<file path="src/rtl/dice_pe_dyn_cfg_ctrl_if.sv">
// rtl/dice_pe_dyn_cfg_ctrl_if.sv - dispatcher/PE-side bundle of the DICE PE dynamic-configuration controller
//
// master : dispatcher side, drives ld_*, iter_valid/iter_load and flush
// slave  : controller side, drives ld_ready, iter_ready, dff_*, iter_done, busy, fifo_count
interface dice_pe_dyn_cfg_ctrl_if #(
    parameter int DEPTH = 4
);
    localparam int CW = $clog2(DEPTH) + 1;

    logic          ld_valid;
    logic          ld_ready;
    logic [31:0]   ld_data;
    logic          iter_valid;
    logic          iter_ready;
    logic          iter_load;
    logic          flush;
    logic [31:0]   dff_in;
    logic          dff_input_mode;
    logic          dff_output_mode;
    logic          iter_done;
    logic          busy;
    logic [CW-1:0] fifo_count;

    modport master (
        output ld_valid, ld_data, iter_valid, iter_load, flush,
        input  ld_ready, iter_ready, dff_in, dff_input_mode, dff_output_mode,
               iter_done, busy, fifo_count
    );

    modport slave (
        input  ld_valid, ld_data, iter_valid, iter_load, flush,
        output ld_ready, iter_ready, dff_in, dff_input_mode, dff_output_mode,
               iter_done, busy, fifo_count
    );
endinterface

</file>
<file path="src/rtl/dice_pe_dyn_cfg_ctrl.sv">
// rtl/dice_pe_dyn_cfg_ctrl.sv - carry-in FIFO and iteration sequencer for one DICE PE column
//
// clk, rst_n : clock, synchronous active-low reset
// bus        : slave modport; carry-in push (ld_*), iteration request (iter_*),
//              flush, PE drive (dff_in, dff_input_mode, dff_output_mode),
//              status (iter_done, busy, fifo_count)
module dice_pe_dyn_cfg_ctrl #(
    parameter int DEPTH    = 4,
    parameter int PIPE_LAT = 3,
    parameter int CNT_W    = 4
) (
    input  logic                  clk,
    input  logic                  rst_n,
    dice_pe_dyn_cfg_ctrl_if.slave bus
);
    localparam int AW = $clog2(DEPTH);
    localparam int CW = AW + 1;

    typedef enum logic [2:0] {
        S_IDLE,
        S_WAIT_LD,
        S_LOAD,
        S_RUN,
        S_DONE
    } state_t;

    state_t           state;
    logic [CNT_W-1:0] lat_cnt;
    logic [31:0]      mem [DEPTH];
    logic [AW-1:0]    wr_ptr;
    logic [AW-1:0]    rd_ptr;
    logic [CW-1:0]    count;
    logic [31:0]      dff_in_q;
    logic             in_mode_q;
    logic             out_mode_q;
    logic             iter_done_q;

    logic fifo_empty;
    logic ld_ready_c;
    logic do_push;
    logic do_pop;

    // The pop decision looks only at the registered count, so a value pushed
    // this cycle cannot be consumed until the following edge.
    always_comb begin
        fifo_empty = (count == '0);
        ld_ready_c = (count < CW'(DEPTH));
        do_push    = bus.ld_valid && ld_ready_c;
        do_pop     = !fifo_empty &&
                     (((state == S_IDLE) && bus.iter_valid && bus.iter_load) ||
                      (state == S_WAIT_LD));
    end

    // Storage is not reset; only pointers and count define its contents.
    always_ff @(posedge clk) begin
        if (do_push && !bus.flush) begin
            mem[wr_ptr] <= bus.ld_data;
        end
    end

    always_ff @(posedge clk) begin
        if (!rst_n) begin
            state       <= S_IDLE;
            lat_cnt     <= '0;
            wr_ptr      <= '0;
            rd_ptr      <= '0;
            count       <= '0;
            dff_in_q    <= '0;
            in_mode_q   <= 1'b0;
            out_mode_q  <= 1'b1;
            iter_done_q <= 1'b0;
        end else begin
            // The pulse follows the DONE cycle, so a flush seen while in DONE
            // cannot cancel it.
            iter_done_q <= (state == S_DONE);

            if (bus.flush) begin
                wr_ptr <= '0;
                rd_ptr <= '0;
                count  <= '0;
                state  <= S_IDLE;
            end else begin
                if (do_push) begin
                    wr_ptr <= wr_ptr + 1'b1;
                end
                // Entering LOAD: capture the head and toggle the input mode so
                // the PE latches dff_in.
                if (do_pop) begin
                    dff_in_q  <= mem[rd_ptr];
                    in_mode_q <= ~in_mode_q;
                    rd_ptr    <= rd_ptr + 1'b1;
                end
                count <= count + CW'(do_push) - CW'(do_pop);

                case (state)
                    S_IDLE: begin
                        if (bus.iter_valid) begin
                            if (!bus.iter_load) begin
                                state   <= S_RUN;
                                lat_cnt <= CNT_W'(PIPE_LAT - 1);
                            end else if (!fifo_empty) begin
                                state <= S_LOAD;
                            end else begin
                                state <= S_WAIT_LD;
                            end
                        end
                    end
                    S_WAIT_LD: begin
                        if (!fifo_empty) begin
                            state <= S_LOAD;
                        end
                    end
                    S_LOAD: begin
                        // Point the output at the register that just captured.
                        out_mode_q <= ~in_mode_q;
                        state      <= S_RUN;
                        lat_cnt    <= CNT_W'(PIPE_LAT - 1);
                    end
                    S_RUN: begin
                        if (lat_cnt == '0) begin
                            state <= S_DONE;
                        end else begin
                            lat_cnt <= lat_cnt - CNT_W'(1);
                        end
                    end
                    S_DONE: begin
                        state <= S_IDLE;
                    end
                    default: begin
                        state <= S_IDLE;
                    end
                endcase
            end
        end
    end

    assign bus.ld_ready        = ld_ready_c;
    assign bus.iter_ready      = (state == S_IDLE);
    assign bus.busy            = (state != S_IDLE);
    assign bus.fifo_count      = count;
    assign bus.dff_in          = dff_in_q;
    assign bus.dff_input_mode  = in_mode_q;
    assign bus.dff_output_mode = out_mode_q;
    assign bus.iter_done       = iter_done_q;
endmodule

</file>
<file path="src/flat_wrapper.sv">
// flat-port wrapper written by rule: the top's interface ports become plain ports
module dice_pe_dyn_cfg_ctrl_flat 
#(
    parameter int DEPTH    = 4,
    parameter int PIPE_LAT = 3,
    parameter int CNT_W    = 4
)
  (clk, rst_n, bus_ld_valid, bus_ld_data, bus_iter_valid, bus_iter_load, bus_flush, bus_ld_ready, bus_iter_ready, bus_dff_in, bus_dff_input_mode, bus_dff_output_mode, bus_iter_done, bus_busy, bus_fifo_count);
  dice_pe_dyn_cfg_ctrl_if #(.DEPTH(DEPTH)) bus_i ();
  input  logic clk;
  input  logic rst_n;
  input wire logic [$bits(bus_i.ld_valid)-1:0] bus_ld_valid;
  input wire logic [$bits(bus_i.ld_data)-1:0] bus_ld_data;
  input wire logic [$bits(bus_i.iter_valid)-1:0] bus_iter_valid;
  input wire logic [$bits(bus_i.iter_load)-1:0] bus_iter_load;
  input wire logic [$bits(bus_i.flush)-1:0] bus_flush;
  output wire logic [$bits(bus_i.ld_ready)-1:0] bus_ld_ready;
  output wire logic [$bits(bus_i.iter_ready)-1:0] bus_iter_ready;
  output wire logic [$bits(bus_i.dff_in)-1:0] bus_dff_in;
  output wire logic [$bits(bus_i.dff_input_mode)-1:0] bus_dff_input_mode;
  output wire logic [$bits(bus_i.dff_output_mode)-1:0] bus_dff_output_mode;
  output wire logic [$bits(bus_i.iter_done)-1:0] bus_iter_done;
  output wire logic [$bits(bus_i.busy)-1:0] bus_busy;
  output wire logic [$bits(bus_i.fifo_count)-1:0] bus_fifo_count;
  assign bus_i.ld_valid = bus_ld_valid;
  assign bus_i.ld_data = bus_ld_data;
  assign bus_i.iter_valid = bus_iter_valid;
  assign bus_i.iter_load = bus_iter_load;
  assign bus_i.flush = bus_flush;
  assign bus_ld_ready = bus_i.ld_ready;
  assign bus_iter_ready = bus_i.iter_ready;
  assign bus_dff_in = bus_i.dff_in;
  assign bus_dff_input_mode = bus_i.dff_input_mode;
  assign bus_dff_output_mode = bus_i.dff_output_mode;
  assign bus_iter_done = bus_i.iter_done;
  assign bus_busy = bus_i.busy;
  assign bus_fifo_count = bus_i.fifo_count;
  dice_pe_dyn_cfg_ctrl #(.DEPTH(DEPTH), .PIPE_LAT(PIPE_LAT), .CNT_W(CNT_W)) u_core (.clk(clk), .rst_n(rst_n), .bus(bus_i));
endmodule
</file>
<file path="config.mk">
export PLATFORM = sky130hd
export DESIGN_NAME = dice_pe_dyn_cfg_ctrl_flat
export DESIGN_NICKNAME = d
export VERILOG_FILES = /design/src/rtl/dice_pe_dyn_cfg_ctrl_if.sv /design/src/rtl/dice_pe_dyn_cfg_ctrl.sv /design/src/flat_wrapper.sv
export SDC_FILE = /design/constraint.sdc
export NUM_CORES = 1
export LEC_CHECK = 0
export ABC_AREA = 1
export BUFFER_PORTS_ARGS = -buffer_cell sky130_fd_sc_hd__buf_2
export CORE_UTILIZATION = 50
export CTS_CLUSTER_SIZE = 8
export DETAILED_ROUTE_END_ITERATION = 8
export PLACE_DENSITY = 0.72
export SLEW_MARGIN = 20
export SYNTH_ARGS = -nofsm -noshare
export SYNTH_HDL_FRONTEND = slang
export SYNTH_SLANG_ARGS = --single-unit
</file>
<file path="constraint.sdc">
create_clock -name clk -period 2.3 [get_ports clk]
set_clock_uncertainty 0.05 [all_clocks]
set_input_delay 0.345 -clock clk [delete_from_list [all_inputs] [get_ports clk]]
set_output_delay 0.345 -clock clk [all_outputs]
set_load 0.05 [all_outputs]
</file>
==> impl_results.rst <==
.. list-table::
   :header-rows: 1

   * - Metric
     - Value
   * - Status
     - finished, final reports clean
   * - Met1 usage in global routing
     - between 20 and 25%
   * - Starting density of the core
     - about half
   * - CP peak stage delay
     - 0.50 ns
   * - Synth Warn #
     - 0
   * - Category of the worst setup path launch point
     - flop
   * - Post-synth EDFFs
     - 128
   * - Core area
     - about 14000 um^2
   * - Max Clk Rate
     - 0.467 GHz
   * - Switching share of power
     - 23.9%
   * - Maximum number of pins on one net before global-route repair
     - 66
   * - Clk root buf
     - sky130_fd_sc_hd__clkbuf_16
   * - Wire length of the first global-routing pass
     - around 22000 um
   * - Total negative slack
     - 0 ns
   * - Core Util, Final
     - 60.2%
   * - Die H
     - ~120 um
   * - Sequential-to-total area share from yosys stat
     - around two thirds
   * - # hold bufs at CTS
     - 0
   * - Post-DR vias/cell
     - around 5
   * - Setup slack of the most critical reg-to-reg path
     - 0.16 ns
   * - Slew of the pin with the lowest slew margin
     - ~0.46 ns
   * - Worst-case headroom to the max-slew limit
     - 69.6%
   * - Critical path start-end classification
     - reg2reg
   * - Layout Area Growth over Synthesis
     - 17.4%
   * - Wirelength, routed
     - ~14000 um
   * - CP required
     - ~2.6 ns
   * - Critical path's most frequent cell
     - sky130_fd_sc_hd__inv_1
   * - Number of distinct library cell variants in the gate-level netlist after synthesis
     - 27
   * - Pint
     - 0.00528 W
   * - Number of search-and-repair iterations in the first detailed-routing pass
     - 4
   * - Final weighted congestion of routability-driven global placement
     - 0.862
   * - Total number of vias
     - just under 5000
   * - Register clock-pin slew on the reported worst setup and hold paths
     - 0.06 ns
   * - Busiest metal layer after global routing
     - met2
   * - Number of global-route vias before repair
     - between 4000 and 5000
   * - Flop pwr share
     - between 50% and 60%
   * - Clock H-tree levels
     - 4
   * - # clock sinks
     - roughly 180
   * - Clock latency at the later pin of the worst-skew pair
     - 0.42 ns
   * - Ranking of synthesized cells by instance count
     - sky130_fd_sc_hd__nor2_1, sky130_fd_sc_hd__edfxtp_1, sky130_fd_sc_hd__nand2_1, sky130_fd_sc_hd__o21ai_0, sky130_fd_sc_hd__inv_1
   * - Async set or reset register ratio after synthesis
     - 0%
   * - Kind of capture point of the worst setup path
     - flop
   * - Initial antenna violation count
     - 1
   * - GR Util met3
     - 4.70%
   * - Top cell type by total area after synthesis
     - sky130_fd_sc_hd__edfxtp_1
   * - Horizontal extent of the die
     - around 120 um
   * - Count of nets after finishing
     - between 800 and 900
   * - GR Util All Layers
     - between 20 and 25%
   * - Post-route minimum period
     - 2.14 ns
   * - Count of final setup violators
     - 0
   * - HPWL reported at the end of detailed placement
     - 8670 um
   * - Combinational fraction of design power
     - approximately 9.0%
   * - I/O pins
     - between 70 and 80
   * - Cell row count
     - 43
   * - Leakage power summed over all cells
     - around 3.4 nW
   * - Clock tree from TritonCTS
     - done
   * - Area fraction of the dominant cell type after synthesis
     - 54.0%
   * - Count of state elements after synthesis
     - roughly 180
   * - Max cap viols
     - 0
   * - Setup repair after global routing missed its margin
     - false
   * - IR Drop Worst-Case VDD
     - 0.547 mV
   * - Cell-by-cell trace of the critical path
     - inv_2 -> nand2_1 -> nor2_2 -> inv_1 -> nand2_2 -> nand2_1 -> inv_1 -> ha_1 -> inv_1 -> ha_1 -> fa_1 -> inv_1 -> nor2_1
   * - Leading register cell type out of synthesis
     - sky130_fd_sc_hd__edfxtp_1
   * - Syn_area_per_cell
     - 10.2 um^2
   * - Cell area after technology mapping
     - around 7100 um^2
   * - Routed wirelength normalized by instance count
     - 14.5 um
   * - Number of buffers created by CTS
     - 17
   * - Power density over the cells
     - ~830 nW/um^2
   * - Iteration-0 DRC Markers
     - about 350
   * - Count leader, synth
     - sky130_fd_sc_hd__nor2_1
   * - Final hold vios
     - 0
   * - Worst min-delay path class
     - in2reg
   * - Ranking of synthesized cells by area
     - sky130_fd_sc_hd__edfxtp_1, sky130_fd_sc_hd__dfxtp_1, sky130_fd_sc_hd__nor2_1
   * - Total overflow reported by the global router
     - 0
   * - Critical-path top delay cell
     - sky130_fd_sc_hd__fa_1
   * - Cells after synthesis
     - roughly 700
   * - Proportion of layout cells with a drive suffix above 1
     - 18.0%
   * - Crit path max fanout
     - 6
   * - Met2 demand-to-capacity share in global routing
     - roughly 35%
   * - Post-detailed-route DRC marker count
     - 0
   * - Clock Power Share
     - between 30% and 40%
   * - Share of the clock period used by the worst path after layout
     - between 90 and 100%
   * - Residual antenna-violating net count after detailed routing
     - 0
   * - Net switching component of the power
     - 0.00166 W
   * - Number of pins with negative max-slew slack in the final report
     - 0
   * - DIE AREA
     - between 10000 and 15000 um^2
   * - Critical path arrival
     - between 2 and 2.5 ns
   * - Port Buffer Count
     - 78
   * - Post-synthesis net count
     - roughly 750
   * - Buffer depth of the longest clock path
     - 2
==> cells in the final DEF (no fill, tap or decap), types with 2 or more instances in the layout <==
cell,count
sky130_fd_sc_hd__nor4_1,2
sky130_fd_sc_hd__dfxtp_1,44
sky130_fd_sc_hd__xnor2_1,2
sky130_fd_sc_hd__dfxtp_2,4
sky130_fd_sc_hd__a21oi_1,9
sky130_fd_sc_hd__clkbuf_16,17
sky130_fd_sc_hd__buf_2,78
sky130_fd_sc_hd__nand4_1,4
sky130_fd_sc_hd__ha_1,8
sky130_fd_sc_hd__o21ai_0,90
sky130_fd_sc_hd__bufinv_16,2
sky130_fd_sc_hd__nand2_1,100
sky130_fd_sc_hd__o21ai_1,12
sky130_fd_sc_hd__buf_12,4
sky130_fd_sc_hd__nor2_4,4
sky130_fd_sc_hd__inv_2,3
sky130_fd_sc_hd__clkinvlp_4,6
sky130_fd_sc_hd__clkinv_2,5
sky130_fd_sc_hd__inv_1,61
sky130_fd_sc_hd__nor2_2,2
sky130_fd_sc_hd__nor2_1,179
sky130_fd_sc_hd__buf_4,13
sky130_fd_sc_hd__edfxtp_1,128
sky130_fd_sc_hd__nand3_1,5
==> stage by stage <==
| stage | setup WS (ns) | total power, W | std cells | hold WS (ns) | area [um^2] |
|---|---|---|---|---|---|
| finish | 0.159 | 0.00695 | 974 | 0.0877 | 8350 |
| global route | 0.0146 | 0.00720 | 974 | 0.0737 | 8350 |
| CTS | 0.0754 | 0.00699 | 973 | 0.0699 | 8350 |
| detailed placement | 0.123 | 0.00424 | 941 | 0.407 | 7780 |
| global placement | 0.208 | 0.00422 | 941 | 0.396 | 7780 |
| floorplan | 0.0675 | 0.00405 | 698 | 0.386 | 7150 |
==> power groups by stage <==
stage               clock, W  combinational [W]  sequential [W]
floorplan                  0           0.000317         0.00374
global placement           0           0.000603         0.00361
detailed placement         0           0.000624         0.00362
CTS                  0.00281           0.000631         0.00355
global route         0.00294           0.000696         0.00356
finish               0.00276           0.000628         0.00355
==> final cells by class <==
| class | count | area, um^2 |
|---|---|---|
| antenna | 1 | 2.50 |
| clock buffer | 18 | 429 |
| clock inverter | 14 | 140 |
| fill | 1165 | 5530 |
| inverter | 65 | 248 |
| multi-input combinational | 424 | 1910 |
| sequential | 177 | 4830 |
| tap | 180 | 225 |
| timing repair buffer | 95 | 568 |
==> routing by layer <==
layer  wire [um]  up-vias
li1            -     2451
met1        6240     2279
met2        7020      112
met3         545       24
met4         303        0
met5           0        -
==> cell families after synthesis <==
family,share of synthesized area [%]
compound gates,7.93
xor+xnor,0.369
simple gates,16.4
flops,67.8
buf+inv,5.79
fa+ha+maj,1.69
==> state kept, by name, indices dropped and copies added (netlist names) <==
name                        flops
u_core.state                    3
u_core.bus.dff_in              32
u_core.bus.dff_output_mode      1
u_core.bus.dff_input_mode       1
u_core.mem                    128
u_core.wr_ptr                   2
u_core.rd_ptr                   2
u_core.bus.iter_done            1
u_core.bus.fifo_count           3
u_core.lat_cnt                  4
==> worst paths after layout <==
path	from	end	cells after the start
setup reg to reg	u_core.state[1]$_SDFFE_PP0P_	u_core.bus.fifo_count[1]$_SDFF_PP0_	13
setup / recovery	u_core.state[1]$_SDFFE_PP0P_	u_core.bus.fifo_count[1]$_SDFF_PP0_	13
hold reg to reg	u_core.lat_cnt[0]$_SDFFE_PN0P_	u_core.lat_cnt[0]$_SDFFE_PN0P_	2
hold / removal	bus_ld_data[8]	u_core.mem[0][8]$_DFFE_PP_	1
==> what timing repair did <==
item	in CTS	in global routing
resized for setup	0	4
setup buffers	0	0
setup endpoints to repair	0	2
==> worst max-delay path, delay by kind of cell, from the launching register on <==
kind	cells	cell delay, ns
fa+ha+maj	3	0.96
simple gates	5	0.41
flops	1	0.38
buf+inv	5	0.28
No activity file was read; power rests on OpenSTA's default activity.
